**config.mk**
```make
export PLATFORM = sky130hd
export DESIGN_NAME = l1ca_acq_sequencer
export DESIGN_NICKNAME = d
export VERILOG_FILES = /design/src/rtl/common_gnss_types_pkg.sv /design/src/rtl/l1ca_sv_picker.sv /design/src/rtl/l1ca_acq_sequencer.sv
export SDC_FILE = /design/constraint.sdc
export NUM_CORES = 1
export LEC_CHECK = 0
export ABC_CLOCK_PERIOD_IN_PS = 2700
export BUFFER_PORTS_ARGS = -buffer_cell sky130_fd_sc_hd__buf_2
export CAP_MARGIN = 5
export CORE_MARGIN = 4
export CORE_UTILIZATION = 40
export CTS_CLUSTER_SIZE = 20
export DETAILED_ROUTE_END_ITERATION = 16
export PLACE_DENSITY = 0.8
export RECOVER_POWER = 50
export SLEW_MARGIN = 20
export SYNTH_ARGS = -nofsm -noshare
export SYNTH_HDL_FRONTEND = slang
export SYNTH_SLANG_ARGS = --single-unit
export TNS_END_PERCENT = 30
```
**constraint.sdc**
```tcl
create_clock -name clk -period 2.7 [get_ports clk]
set_input_delay 0.54 -clock clk [delete_from_list [all_inputs] [get_ports clk]]
set_output_delay 0.54 -clock clk [all_outputs]
set_load 0.03 [all_outputs]
```
**src/rtl/common_gnss_types_pkg.sv**
```systemverilog
// -----------------------------------------------------------------------------
// common_gnss_types_pkg
// Shared types for the L1 C/A acquisition path.
//   N_SV            : number of GPS PRNs handled by the search path (32)
//   sv_t            : PRN number, 1..32 (6 bits)
//   word_t          : 32-bit unsigned power / threshold word
//   code_t          : half-chip code index of a correlation peak
//   dop_t           : Doppler bin index of a correlation peak
//   acq_seq_state_t : acquisition sequencer FSM states
//   acq_result_t    : detection record {sv, code, dop, power}
// -----------------------------------------------------------------------------
package common_gnss_types_pkg;

    localparam int N_SV = 32;

    typedef logic [5:0]  sv_t;
    typedef logic [31:0] word_t;
    typedef logic [10:0] code_t;
    typedef logic [4:0]  dop_t;

    typedef enum logic [3:0] {
        IDLE,
        PICK,
        LAUNCH,
        WAIT_BUSY,
        WAIT_DONE,
        EVAL,
        EMIT,
        ADVANCE,
        END
    } acq_seq_state_t;

    typedef struct packed {
        sv_t   sv;
        code_t code;
        dop_t  dop;
        word_t power;
    } acq_result_t;

endpackage

```
**src/rtl/l1ca_sv_picker.sv**
```systemverilog
// -----------------------------------------------------------------------------
// l1ca_sv_picker
// Combinational priority encoder that finds the lowest PRN p with
// cur_sv <= p <= sv_last whose skip bit mask[p-1] is clear.
//   mask    in  32  bit k set = skip PRN k+1
//   cur_sv  in  6   lowest PRN that may be chosen
//   sv_last in  6   highest PRN that may be chosen
//   found   out 1   an eligible PRN exists
//   next_sv out 6   the eligible PRN (cur_sv when nothing is found)
// -----------------------------------------------------------------------------
module l1ca_sv_picker
    import common_gnss_types_pkg::*;
(
    input  logic [N_SV-1:0] mask,
    input  sv_t             cur_sv,
    input  sv_t             sv_last,
    output logic            found,
    output sv_t             next_sv
);

    // Scan from the top down so the lowest eligible PRN is the last one written.
    always_comb begin
        found   = 1'b0;
        next_sv = cur_sv;
        for (int p = N_SV; p >= 1; p--) begin
            if ((sv_t'(p) >= cur_sv) && (sv_t'(p) <= sv_last) && !mask[p-1]) begin
                found   = 1'b1;
                next_sv = sv_t'(p);
            end
        end
    end

endmodule

```
**src/rtl/l1ca_acq_sequencer.sv**
```systemverilog
// -----------------------------------------------------------------------------
// l1ca_acq_sequencer
// Sweeps PRNs SV_FIRST..SV_LAST through the C/A code/Doppler search engine one
// at a time, compares each returned peak power against a threshold and posts
// detections as result records on a valid/ready interface.
//
// Optional feature macro: ACQ_CONFIRM_EN
//   When defined, a PRN must exceed the threshold on CONFIRM_N consecutive
//   searches before a record is posted; the reported values come from the
//   last search. When undefined, a single hit posts a record.
//
// Ports
//   clk, rst              clock, asynchronous active-high reset
//   sweep_start           pulse: begin a sweep when idle
//   sweep_abort           pulse: end the sweep after the in-flight search
//   continuous            restart from SV_FIRST when the sweep completes
//   threshold             unsigned power threshold (hit = power > threshold)
//   sv_mask               bit k set = skip PRN k+1
//   srch_start/srch_sv    search engine launch pulse and PRN
//   srch_busy             search engine busy
//   srch_power/code/dop   search engine peak power, code index, Doppler bin
//   res_valid/res_ready   result record handshake
//   res_sv/code/dop/power result record
//   sweep_busy            high from sweep acceptance until back in IDLE
//   sweep_done            one-cycle pulse when a sweep completes or aborts
//   hit_count             detections in the current sweep, saturating at 32
// -----------------------------------------------------------------------------
module l1ca_acq_sequencer
    import common_gnss_types_pkg::*;
#(
    parameter int SV_FIRST  = 1,
    parameter int SV_LAST   = 32,
    parameter int CONFIRM_N = 2
) (
    input  logic        clk,
    input  logic        rst,
    input  logic        sweep_start,
    input  logic        sweep_abort,
    input  logic        continuous,
    input  logic [31:0] threshold,
    input  logic [31:0] sv_mask,
    output logic        srch_start,
    output logic [5:0]  srch_sv,
    input  logic        srch_busy,
    input  logic [31:0] srch_power,
    input  logic [10:0] srch_code,
    input  logic [4:0]  srch_dop,
    output logic        res_valid,
    input  logic        res_ready,
    output logic [5:0]  res_sv,
    output logic [10:0] res_code,
    output logic [4:0]  res_dop,
    output logic [31:0] res_power,
    output logic        sweep_busy,
    output logic        sweep_done,
    output logic [5:0]  hit_count
);

    localparam sv_t SV_FIRST_SV = sv_t'(SV_FIRST);
    localparam sv_t SV_LAST_SV  = sv_t'(SV_LAST);
    localparam sv_t HIT_MAX     = sv_t'(N_SV);

    // An illegal configuration never accepts a sweep rather than sweeping
    // outside the PRN range.
    localparam bit PARAMS_OK = (SV_FIRST >= 1) && (SV_LAST <= N_SV) &&
                               (SV_LAST >= SV_FIRST) && (CONFIRM_N >= 1);

    acq_seq_state_t state_q, state_d;
    sv_t            cur_sv_q, cur_sv_d;
    logic           abort_q, abort_d;
    logic [5:0]     hit_count_q, hit_count_d;
    acq_result_t    res_q, res_d;
    logic           res_valid_q, res_valid_d;
    logic           srch_start_q, srch_start_d;
    sv_t            srch_sv_q, srch_sv_d;
    logic           sweep_busy_q, sweep_busy_d;
    logic           sweep_done_q, sweep_done_d;

`ifdef ACQ_CONFIRM_EN
    localparam int CONF_W = (CONFIRM_N < 2) ? 1 : $clog2(CONFIRM_N + 1);
    logic [CONF_W-1:0] conf_q, conf_d;
`endif

    logic pick_found;
    sv_t  pick_sv;
    logic hit;
    logic abort_now;

    l1ca_sv_picker u_picker (
        .mask    (sv_mask),
        .cur_sv  (cur_sv_q),
        .sv_last (SV_LAST_SV),
        .found   (pick_found),
        .next_sv (pick_sv)
    );

    assign hit       = srch_power > threshold;
    // An abort arriving in the deciding cycle counts as already latched.
    assign abort_now = abort_q | sweep_abort;

    always_comb begin
        state_d      = state_q;
        cur_sv_d     = cur_sv_q;
        abort_d      = abort_q;
        hit_count_d  = hit_count_q;
        res_d        = res_q;
        res_valid_d  = res_valid_q;
        srch_start_d = 1'b0;
        srch_sv_d    = srch_sv_q;
        sweep_busy_d = sweep_busy_q;
        sweep_done_d = 1'b0;
`ifdef ACQ_CONFIRM_EN
        conf_d       = conf_q;
`endif

        if ((state_q != IDLE) && sweep_abort) begin
            abort_d = 1'b1;
        end

        case (state_q)
            IDLE: begin
                if (sweep_start && PARAMS_OK) begin
                    state_d      = PICK;
                    cur_sv_d     = SV_FIRST_SV;
                    hit_count_d  = '0;
                    abort_d      = 1'b0;
                    sweep_busy_d = 1'b1;
                end
            end
            PICK: begin
                if (pick_found) begin
                    cur_sv_d     = pick_sv;
                    srch_start_d = 1'b1;
                    srch_sv_d    = pick_sv;
                    state_d      = LAUNCH;
                end else begin
                    state_d = END;
                end
            end
            LAUNCH: begin
                state_d = WAIT_BUSY;
            end
            WAIT_BUSY: begin
                if (srch_busy) begin
                    state_d = WAIT_DONE;
                end
            end
            WAIT_DONE: begin
                if (!srch_busy) begin
                    state_d = EVAL;
                end
            end
            EVAL: begin
`ifdef ACQ_CONFIRM_EN
                if (hit) begin
                    if ((int'(conf_q) + 1) < CONFIRM_N) begin
                        if (abort_now) begin
                            conf_d  = '0;
                            state_d = ADVANCE;
                        end else begin
                            conf_d       = conf_q + 1'b1;
                            srch_start_d = 1'b1;
                            srch_sv_d    = cur_sv_q;
                            state_d      = LAUNCH;
                        end
                    end else begin
                        conf_d      = '0;
                        res_d       = '{sv: cur_sv_q, code: srch_code, dop: srch_dop, power: srch_power};
                        res_valid_d = 1'b1;
                        state_d     = EMIT;
                    end
                end else begin
                    conf_d  = '0;
                    state_d = ADVANCE;
                end
`else
                if (hit) begin
                    res_d       = '{sv: cur_sv_q, code: srch_code, dop: srch_dop, power: srch_power};
                    res_valid_d = 1'b1;
                    state_d     = EMIT;
                end else begin
                    state_d = ADVANCE;
                end
`endif
            end
            EMIT: begin
                if (res_valid_q && res_ready) begin
                    res_valid_d = 1'b0;
                    if (hit_count_q != HIT_MAX) begin
                        hit_count_d = hit_count_q + 6'd1;
                    end
                    state_d = ADVANCE;
                end
            end
            ADVANCE: begin
                if (abort_now || (cur_sv_q == SV_LAST_SV)) begin
                    state_d = END;
                end else begin
                    cur_sv_d = cur_sv_q + 6'd1;
                    state_d  = PICK;
                end
            end
            END: begin
                sweep_done_d = 1'b1;
                if (continuous && !abort_now) begin
                    cur_sv_d    = SV_FIRST_SV;
                    hit_count_d = '0;
                    state_d     = PICK;
                end else begin
                    abort_d      = 1'b0;
                    sweep_busy_d = 1'b0;
                    state_d      = IDLE;
                end
            end
            default: begin
                state_d = IDLE;
            end
        endcase
    end

    always_ff @(posedge clk or posedge rst) begin
        if (rst) begin
            state_q      <= IDLE;
            cur_sv_q     <= SV_FIRST_SV;
            abort_q      <= 1'b0;
            hit_count_q  <= '0;
            res_q        <= '0;
            res_valid_q  <= 1'b0;
            srch_start_q <= 1'b0;
            srch_sv_q    <= SV_FIRST_SV;
            sweep_busy_q <= 1'b0;
            sweep_done_q <= 1'b0;
`ifdef ACQ_CONFIRM_EN
            conf_q       <= '0;
`endif
        end else begin
            state_q      <= state_d;
            cur_sv_q     <= cur_sv_d;
            abort_q      <= abort_d;
            hit_count_q  <= hit_count_d;
            res_q        <= res_d;
            res_valid_q  <= res_valid_d;
            srch_start_q <= srch_start_d;
            srch_sv_q    <= srch_sv_d;
            sweep_busy_q <= sweep_busy_d;
            sweep_done_q <= sweep_done_d;
`ifdef ACQ_CONFIRM_EN
            conf_q       <= conf_d;
`endif
        end
    end

    assign srch_start = srch_start_q;
    assign srch_sv    = srch_sv_q;
    assign res_valid  = res_valid_q;
    assign res_sv     = res_q.sv;
    assign res_code   = res_q.code;
    assign res_dop    = res_q.dop;
    assign res_power  = res_q.power;
    assign sweep_busy = sweep_busy_q;
    assign sweep_done = sweep_done_q;
    assign hit_count  = hit_count_q;

endmodule

```
### Word-level counts from Yosys, hierarchy flattened

Cells that the tools add are included.
W data, S select, Z words.

* output and inout port bits: 70
* flip-flop bits (word level): 81

* add/subtract/negate cells: 2
* eq/ne operators: 20
* $lt $le $gt $ge: 33
* bitwise logic cells: 1
* reduce and logical (&&, ||, !) cells: 82
* mux-type cells: 96

Operator list (number)
* $mux W6: 40
* $ge A5 B6 Y1 const A: 16
* $ge A4 B6 Y1 const A: 8
* $mux W1: 44
* $pmux W4 S9: 1
* $logic_and A1 B1 Y1: 35
* $logic_not A1 Y1: 33
* $gt A32 B32 Y1: 1
* $ge A3 B6 Y1 const A: 4
* $mux W4: 6
* $pmux W6 S4: 1
* $ne A2 B2 Y1 const B: 10
* $pmux W6 S3: 1
* $eq A4 B3 Y1 const B: 4
* $add A6 B1 Y6 const B: 2
* $ge A2 B6 Y1 const A: 2
* $reduce_and A5 Y1: 2
* $eq A4 B2 Y1 const B: 2
* $reduce_bool A4 Y1: 2
* $eq A6 B6 Y1 const B: 1
* $ge A1 B6 Y1 const A: 1
* $ge A6 B6 Y1 const A: 1
* $ne A6 B6 Y1 const B: 1
* $pmux W1 S2: 3
* other kinds (10): 13

### Logic depth before layout (Yosys ltp)

Gate-level depths: netlist of run 1.

* depth in word-level cells: 36
* gate-level depth with buffers: 11
* gate-level depth less buffers: 9

### Hierarchy

Synthesis of run 1 repeated with hierarchy kept, for this count alone.

* cells, all modules: 597
* area total of the unflattened synthesis: 5864.4 um2

Modules (own cells, without submodules)
* l1ca_acq_sequencer: seq. area each 2029.4 um2, instances 1, area each 4541.9 um2, cells each 390
* l1ca_sv_picker: seq. area each 0.0 um2, instances 1, area each 1322.5 um2, cells each 207

### Worst setup path before layout of run 1

OpenSTA, ideal clock, no wires.

* kind: input-to-reg
* from: in threshold[17]
* to: reg res_q, in the netlist res_code[0]
* setup time: 0.127 ns
* arrival: 2.628 ns
* stages: 10
* slack: -0.055 ns
* data required time: 2.573 ns
* path buffers: 1
* cells stage by stage: inv_1 > ha_1 > nand4_1 > or4_1 > a21oi_1 > a221o_1 > o311ai_2 > nor2_4 > buf_6 > mux2_1

* longest elaborated chain between the ends: 2

Ends and longest elaborated chain
* start, declared: RTL line l1ca_acq_sequencer.sv:40 `input logic [31:0] threshold,`
* $gt A32 B32 Y1: RTL line l1ca_acq_sequencer.sv:97 `assign hit = srch_power > threshold;`
* $reduce_and A2 Y1 (no source line)
* end signal, assigned: RTL line l1ca_acq_sequencer.sv:241 `res_q <= res_d;`
* end, declared: RTL line l1ca_acq_sequencer.sv:72 `acq_result_t res_q, res_d;`

No other way between the ends.
A chain may end at the register's enable or synchronous reset.

### Worst setup path after layout of run 1

* from: reg cur_sv_q[1]
* to: reg srch_sv_q[3] (netlist: srch_sv[3])

* longest elaborated chain between the ends: 35
* elaborated cells on any way between the ends: 129
* those cells by class: 32 x order compare; 64 x mux; 33 x reduce/logical

Ends and longest elaborated chain
* start, declared: RTL line l1ca_acq_sequencer.sv:69 `sv_t cur_sv_q, cur_sv_d;`
* start signal, assigned: RTL line l1ca_acq_sequencer.sv:238 `cur_sv_q <= cur_sv_d;`
* $ge A6 B6 Y1: RTL line l1ca_sv_picker.sv:26 `if ((sv_t'(p) >= cur_sv) && (sv_t'(p) <= sv_last) && !mask[p-1]) begin`
* $logic_and A1 B1 Y1: RTL line l1ca_sv_picker.sv:26
* $mux W1 (32 in a row): RTL line l1ca_sv_picker.sv:26
* $reduce_and A2 Y1 (no source line)
* end signal, assigned: RTL line l1ca_acq_sequencer.sv:244 `srch_sv_q <= srch_sv_d;`
* end, declared: RTL line l1ca_acq_sequencer.sv:75 `sv_t srch_sv_q, srch_sv_d;`

Parallel ways exist; a longest one is shown, timed or not.

==> results of run 1 <==
==> cell usage after synthesis, types with 6 or more instances <==
cell type | count | area, sq um
ha_1 | 37 | 463
a31oi_1 | 9 | 56.3
inv_1 | 49 | 184
a211oi_1 | 10 | 75.1
mux2_1 | 51 | 574
nand3_1 | 15 | 75.1
nand2_1 | 22 | 82.6
buf_2 | 8 | 40.0
nand4_1 | 12 | 75.1
nor2_1 | 24 | 90.1
a21o_1 | 14 | 105
o211ai_1 | 7 | 52.6
a21oi_1 | 28 | 140
dfrtp_1 | 79 | 1980
buf_6 | 11 | 124
a22o_1 | 6 | 52.6
o21ai_0 | 26 | 130
and2_1 | 9 | 56.3
o21a_1 | 7 | 52.6
clkbuf_1 | 6 | 22.5
nor3_1 | 10 | 50.1
==> stage by stage <==
step / setup TNS, ps / utilization (%) / instances
final: 0 / 56.8 / 985
after CTS: 0 / 56.4 / 982
after global placement: -10890 / 53.9 / 965
after global routing: -49.8 / 56.8 / 985
after detailed placement: -12950 / 53.9 / 965
after floorplan: -1380 / - / 557
==> state kept, by name, indices dropped and copies added (netlist names), 4 cells and up <==
| register | flops |
|---|---|
| res_dop | 5 |
| res_sv | 6 |
| state_q | 4 |
| hit_count | 6 |
| res_power | 32 |
| cur_sv_q | 6 |
| res_code | 11 |
| srch_sv | 6 |
==> timing repair <==
action                     CTS  global route
setup endpoints to repair   13            16
resized for setup            7            18
pin swaps                    0             7
hold endpoints to repair     0             0
buffers inserted             1             3
==> cell type report <==
cell class / instances / share of cell area (%)
clock buffer: 10 / 3.02
clock inverter: 6 / 0.874
inverter: 49 / 2.61
multi-input combinational: 401 / 44.3
sequential: 81 / 26.8
tap: 176 / 2.90
timing repair buffer: 262 / 19.5
==> kinds of logic after synthesis <==
| kind of cell | after synthesis | share of synthesized area, % |
|---|---|---|
| AOI/OAI and AO/OA | 155 | 19.6 |
| xor gates and xnor gates | 4 | 0.635 |
| adders and majority gates | 37 | 8.39 |
| buffers and inverters | 75 | 6.85 |
| DFF | 81 | 36.8 |
| muxes | 58 | 11.8 |
| and+or+nand+nor | 147 | 15.9 |
==> layer usage <==
layer  track usage (%)  up-vias  share of wire (%)
li1                  -     2549                  -
met1              24.8     2518                 42
met2              33.4      227                 48
met3              5.88       31                8.6
met4              6.89        2                1.9
met5                 0        -              0.080
==> power breakdown <==
part	switching, uW	total, uW	internal (uW)
clock	496	1210	718
combinational	2120	3470	1350
sequential	306	2000	1700
==> final timing paths <==
check,startpoint,end,cells past startpoint
max in group asynchronous,rst,res_code[4],3
max reg2reg,cur_sv_q[1],srch_sv[3],10
min,srch_code[7],res_code[7],2
min in group asynchronous,rst,res_sv[1],2
max,cur_sv_q[1],srch_sv[3],10
min reg2reg,res_power[3],res_power[3],1
==> impl_metrics.tcl, run 1 <==
set metrics [dict create \
    synth_cell_types 80 \
    vias 5327 \
    worst-path-max-fanout 6 \
    grt.total_usage_pct 20.0 \
    slowest_delay_ps 430 \
    antenna_found_initial 1 \
    ys_seq_area_share_pct 36.8 \
    clkTransAtPathRegs_ps 70 \
    cts_max_level 3 \
    multi_input_area_sq_um 3360 \
    drc 0 \
    fin_skew_ps 10.1 \
    grt_setup_unrepaired "yes" \
    max-cap-violations 1 \
    n_fill_cell 1226 \
    setup_viol 0 \
    gr-total-overflow 0 \
    worstPathRequired_ps 2910 \
    cts_inserted_buffers 9 \
    path_class "flop to flop" \
    grt_pass1_vias 5528 \
    postCtsHoldBufs 0 \
    area_growth_pct 37.5 \
    fmax_ghz 0.382 \
    final_common_cell "buf_2" \
    hold_viol 0 \
    crit_chain "inv_1 > ha_2 > or3b_1 > a211oi_2 > nor2_1 > and4b_4 > buf_4 > a21boi_1 > nor3b_1 > mux2_1" \
    period_minus_slack_ps 2620 \
    ant_nets 0 \
    num_rows 42 \
    arrival_ps 2830 \
    crit_buf_inv 2 \
    yosysWarnings 0 \
    cts_root_buf "clkbuf_16" \
    grt_max_degree 48 \
    reg2reg_slack_ps 80 \
    synth.avg_cell_area_sq_um 9.90 \
    whs_ps 426 \
    power_uw 6680 \
    regArea_sq_um 2030 \
    wirelength_mm 16.2 \
    syn_area_sq_um 5520 \
    viasPerCell 5.41 \
    most-common-layout-cells "162 x buf_2, 79 x dfrtp_1, 70 x buf_4, 41 x inv_1, 40 x mux2_1" \
    drv_slew 36 \
    slew_headroom_pct -3.94 \
    drtPass1Iterations 4 \
    cpMaxStageDelayCell "dfrtp_1" \
    io_buffers 188 \
    fin_nets 960 \
    synth_edf_count 0 \
    cts.sinks 81 \
    clock_latency_ps 330 \
    wl_per_cell_microns 16.5 \
    start_kind "flop" \
    post-place-ws_ps -263 \
    gp_congestion 0.916 \
    async_reset_ff_share_pct 100 \
    drt-initial-drc-count 267 \
    p_leak_uw 0.00376 \
    hold_class "input port to flop" \
    synth_top_flop_cell "dfrtp_1" \
    fp.dieArea_sq_um 15700 \
    die_w_microns 125 \
    design_area_sq_um 7580 \
    drive_gt1_share_pct 39.9 \
    ys_ff_latch 81 \
    irDropWorstVdd_mv 0.646 \
    tightest_slew_ps 1550 \
    cts_max_path_buffers 2 \
    layout_worst_path_cycle_share_pct 97.0 \
    status "finished, violations left" \
    cp_top_family "simple AND/OR/NAND/NOR gates" \
    syn_nets 713 \
    cts_tree "built" \
    pwr_density_cell_nw_per_um2 881 \
    violations "capacitance limit, slew limit" \
    hpwl_mm 13.1 \
    worst_slack_ps 82.2 \
    cp-end-kind "flop" \
    io_pins 189 \
    grt_pass1_wl_mm 26.2 \
    die_y_microns 125 \
    syn_inst 557 \
    num_antenna_cells 0 \
    core_sq_um 13300 \
    place_area_sq_um 7200 \
    start_util_pct 41.3 \
]
Note: power is estimated with default switching activity, not from simulation.
==> run 2: changes to the inputs <==
GPL_ROUTABILITY_DRIVEN = 0   (was default)
RECOVER_POWER = default   (was 50)
==> run 2 against run 1 <==
  * The flow finishes with violations (setup timing)
  * Combinational power up 11%
  * Die area unchanged
  * Cell count up 0.30%
  * Largest cell class unchanged
  * Highest routed layer unchanged
==> impl_metrics.tcl, run 2 (synthesis results as in run 1) <==
set metrics [dict create \
    worstPathRequired_ps 2920 \
    clock_latency_ps 330 \
    gr-total-overflow 0 \
    io_pins 189 \
    hold_viol 0 \
    setup_viol 1 \
    cp-end-kind "flop" \
    wl_per_cell_microns 18.4 \
    worst-path-max-fanout 7 \
    r2r_cells 10 \
    cts_max_level 3 \
    num_rows 42 \
    start_util_pct 41.3 \
    layout.cells.non_filler 988 \
    p_leak_uw 0.00398 \
    most-common-layout-cells "175 x buf_2, 79 x dfrtp_1, 66 x buf_4, 44 x mux2_4, 37 x inv_1" \
    status "finished, violations left" \
    drv_slew 0 \
    grt_max_degree 44 \
    layout_worst_path_cycle_share_pct 100 \
    whs_ps 278 \
    antenna_found_initial 1 \
    period_minus_slack_ps 2710 \
    clkTransAtPathRegs_ps 60 \
    worst_slack_ps -5.51 \
    cts_root_buf "clkbuf_16" \
    viasPerCell 5.57 \
    largest_reg_flops 32 \
    die_y_microns 125 \
    wirelength_mm 18.2 \
    cts_inserted_buffers 9 \
    irDropWorstVdd_mv 0.709 \
    ant_nets 0 \
    postCtsHoldBufs 0 \
    fp.dieArea_sq_um 15700 \
    drc 0 \
    start_kind "input port" \
    fin_nets 963 \
    hpwl_mm 12.9 \
    grt_pass1_vias 5540 \
    die_w_microns 125 \
    violations "setup timing" \
    cts_tree "built" \
    io_buffers 188 \
    dp_cells 959 \
    fmax_ghz 0.370 \
    pwr_density_cell_nw_per_um2 870 \
    grt_setup_unrepaired "yes" \
    hold_class "input port to asynchronous set/reset pin" \
    grt_pass1_wl_mm 26.2 \
    num_antenna_cells 0 \
    drtPass1Iterations 5 \
    post-place-ws_ps -297 \
    drt-initial-drc-count 378 \
    drive_gt1_share_pct 49.0 \
    slew_headroom_pct 54.2 \
    area_growth_pct 46.5 \
    vias 5504 \
    cts.sinks 81 \
    tightest_slew_ps 687 \
    final_common_cell "buf_2" \
    max-cap-violations 0 \
    cts_max_path_buffers 2 \
    path_class "input port to flop" \
    fin_skew_ps 9.75 \
    core_sq_um 13300 \
    grt.total_usage_pct 20.1 \
    arrival_ps 2920 \
]
-- run 2: changes by cell type in the layout (fill, tap and decap cells not counted), sizes merged --
cell and delta:
clkinvlp -1, clkbuf -24, buf +27, bufinv -1, inv +2
-- run 2: report_power, final --
part | leakage (uW) | total, uW | internal (uW) | switching [uW]
Combinational | 0.00283 | 3840 | 1640 | 2200
Clock | 0.000132 | 1170 | 657 | 508
Sequential | 0.00102 | 2020 | 1700 | 325
-- run 2: layout make-up --
cell class	count	area [sq um]
Tap cell	176	220
Timing Repair Buffer	265	1750
Multi-Input combinational cell	401	3590
Fill cell	1062	5270
Inverter	49	200
Sequential cell	81	2030
Clock inverter	6	48.8
Clock buffer	10	239
-- run 2: per-stage QoR --
step,total power (uW),util (%),instance area (sq um),setup TNS [ps]
2_1_floorplan,4290,-,5670,-1380
3_5_place_dp,5450,53.7,7170,-15160
4_1_cts,6660,56.1,7490,0
5_1_grt,7420,60.5,8080,-3380
3_3_place_gp,5380,53.7,7170,-12640
6_report,7030,60.5,8080,-5.51
-- run 2: worst paths after layout --
| path | start | to | slack [ps] |
|---|---|---|---|
| max reg2reg | cur_sv_q[0] | cur_sv_q[0] | 70 |
| min in group clk | srch_power[12] | res_power[12] | 430 |
| max | srch_power[12] | res_power[21] | -6 |
| min | rst | res_power[1] | 280 |
| max in group asynchronous | rst | res_code[6] | 1750 |
| min reg2reg | srch_sv[4] | srch_sv[4] | 480 |
-- run 2: layer usage --
layer | up-vias | GRT usage, % | wire length, microns
li1 | 2568 | - | -
met1 | 2638 | 23.9 | 7110
met2 | 256 | 34.7 | 9060
met3 | 40 | 5.97 | 1560
met4 | 2 | 6.76 | 444
met5 | - | 0 | 7
-- run 2: worst max-delay path, stage by stage --
cell	delay (ps)
buf_8	100
ha_4	240
a22o_1	210
nor4_1	310
o21ai_1	140
a221o_1	370
o311ai_4	280
nor2_4	90
buf_12	160
clkbuf_16	170
mux2_4	310
-- run 2: what timing repair did --
item / 4_1_cts / 5_1_grt
setup endpoints to repair: 13 / 67
setup buffers: 0 / 9
cloned: 0 / 5
pin swaps: 1 / 24
resized for setup: 8 / 89
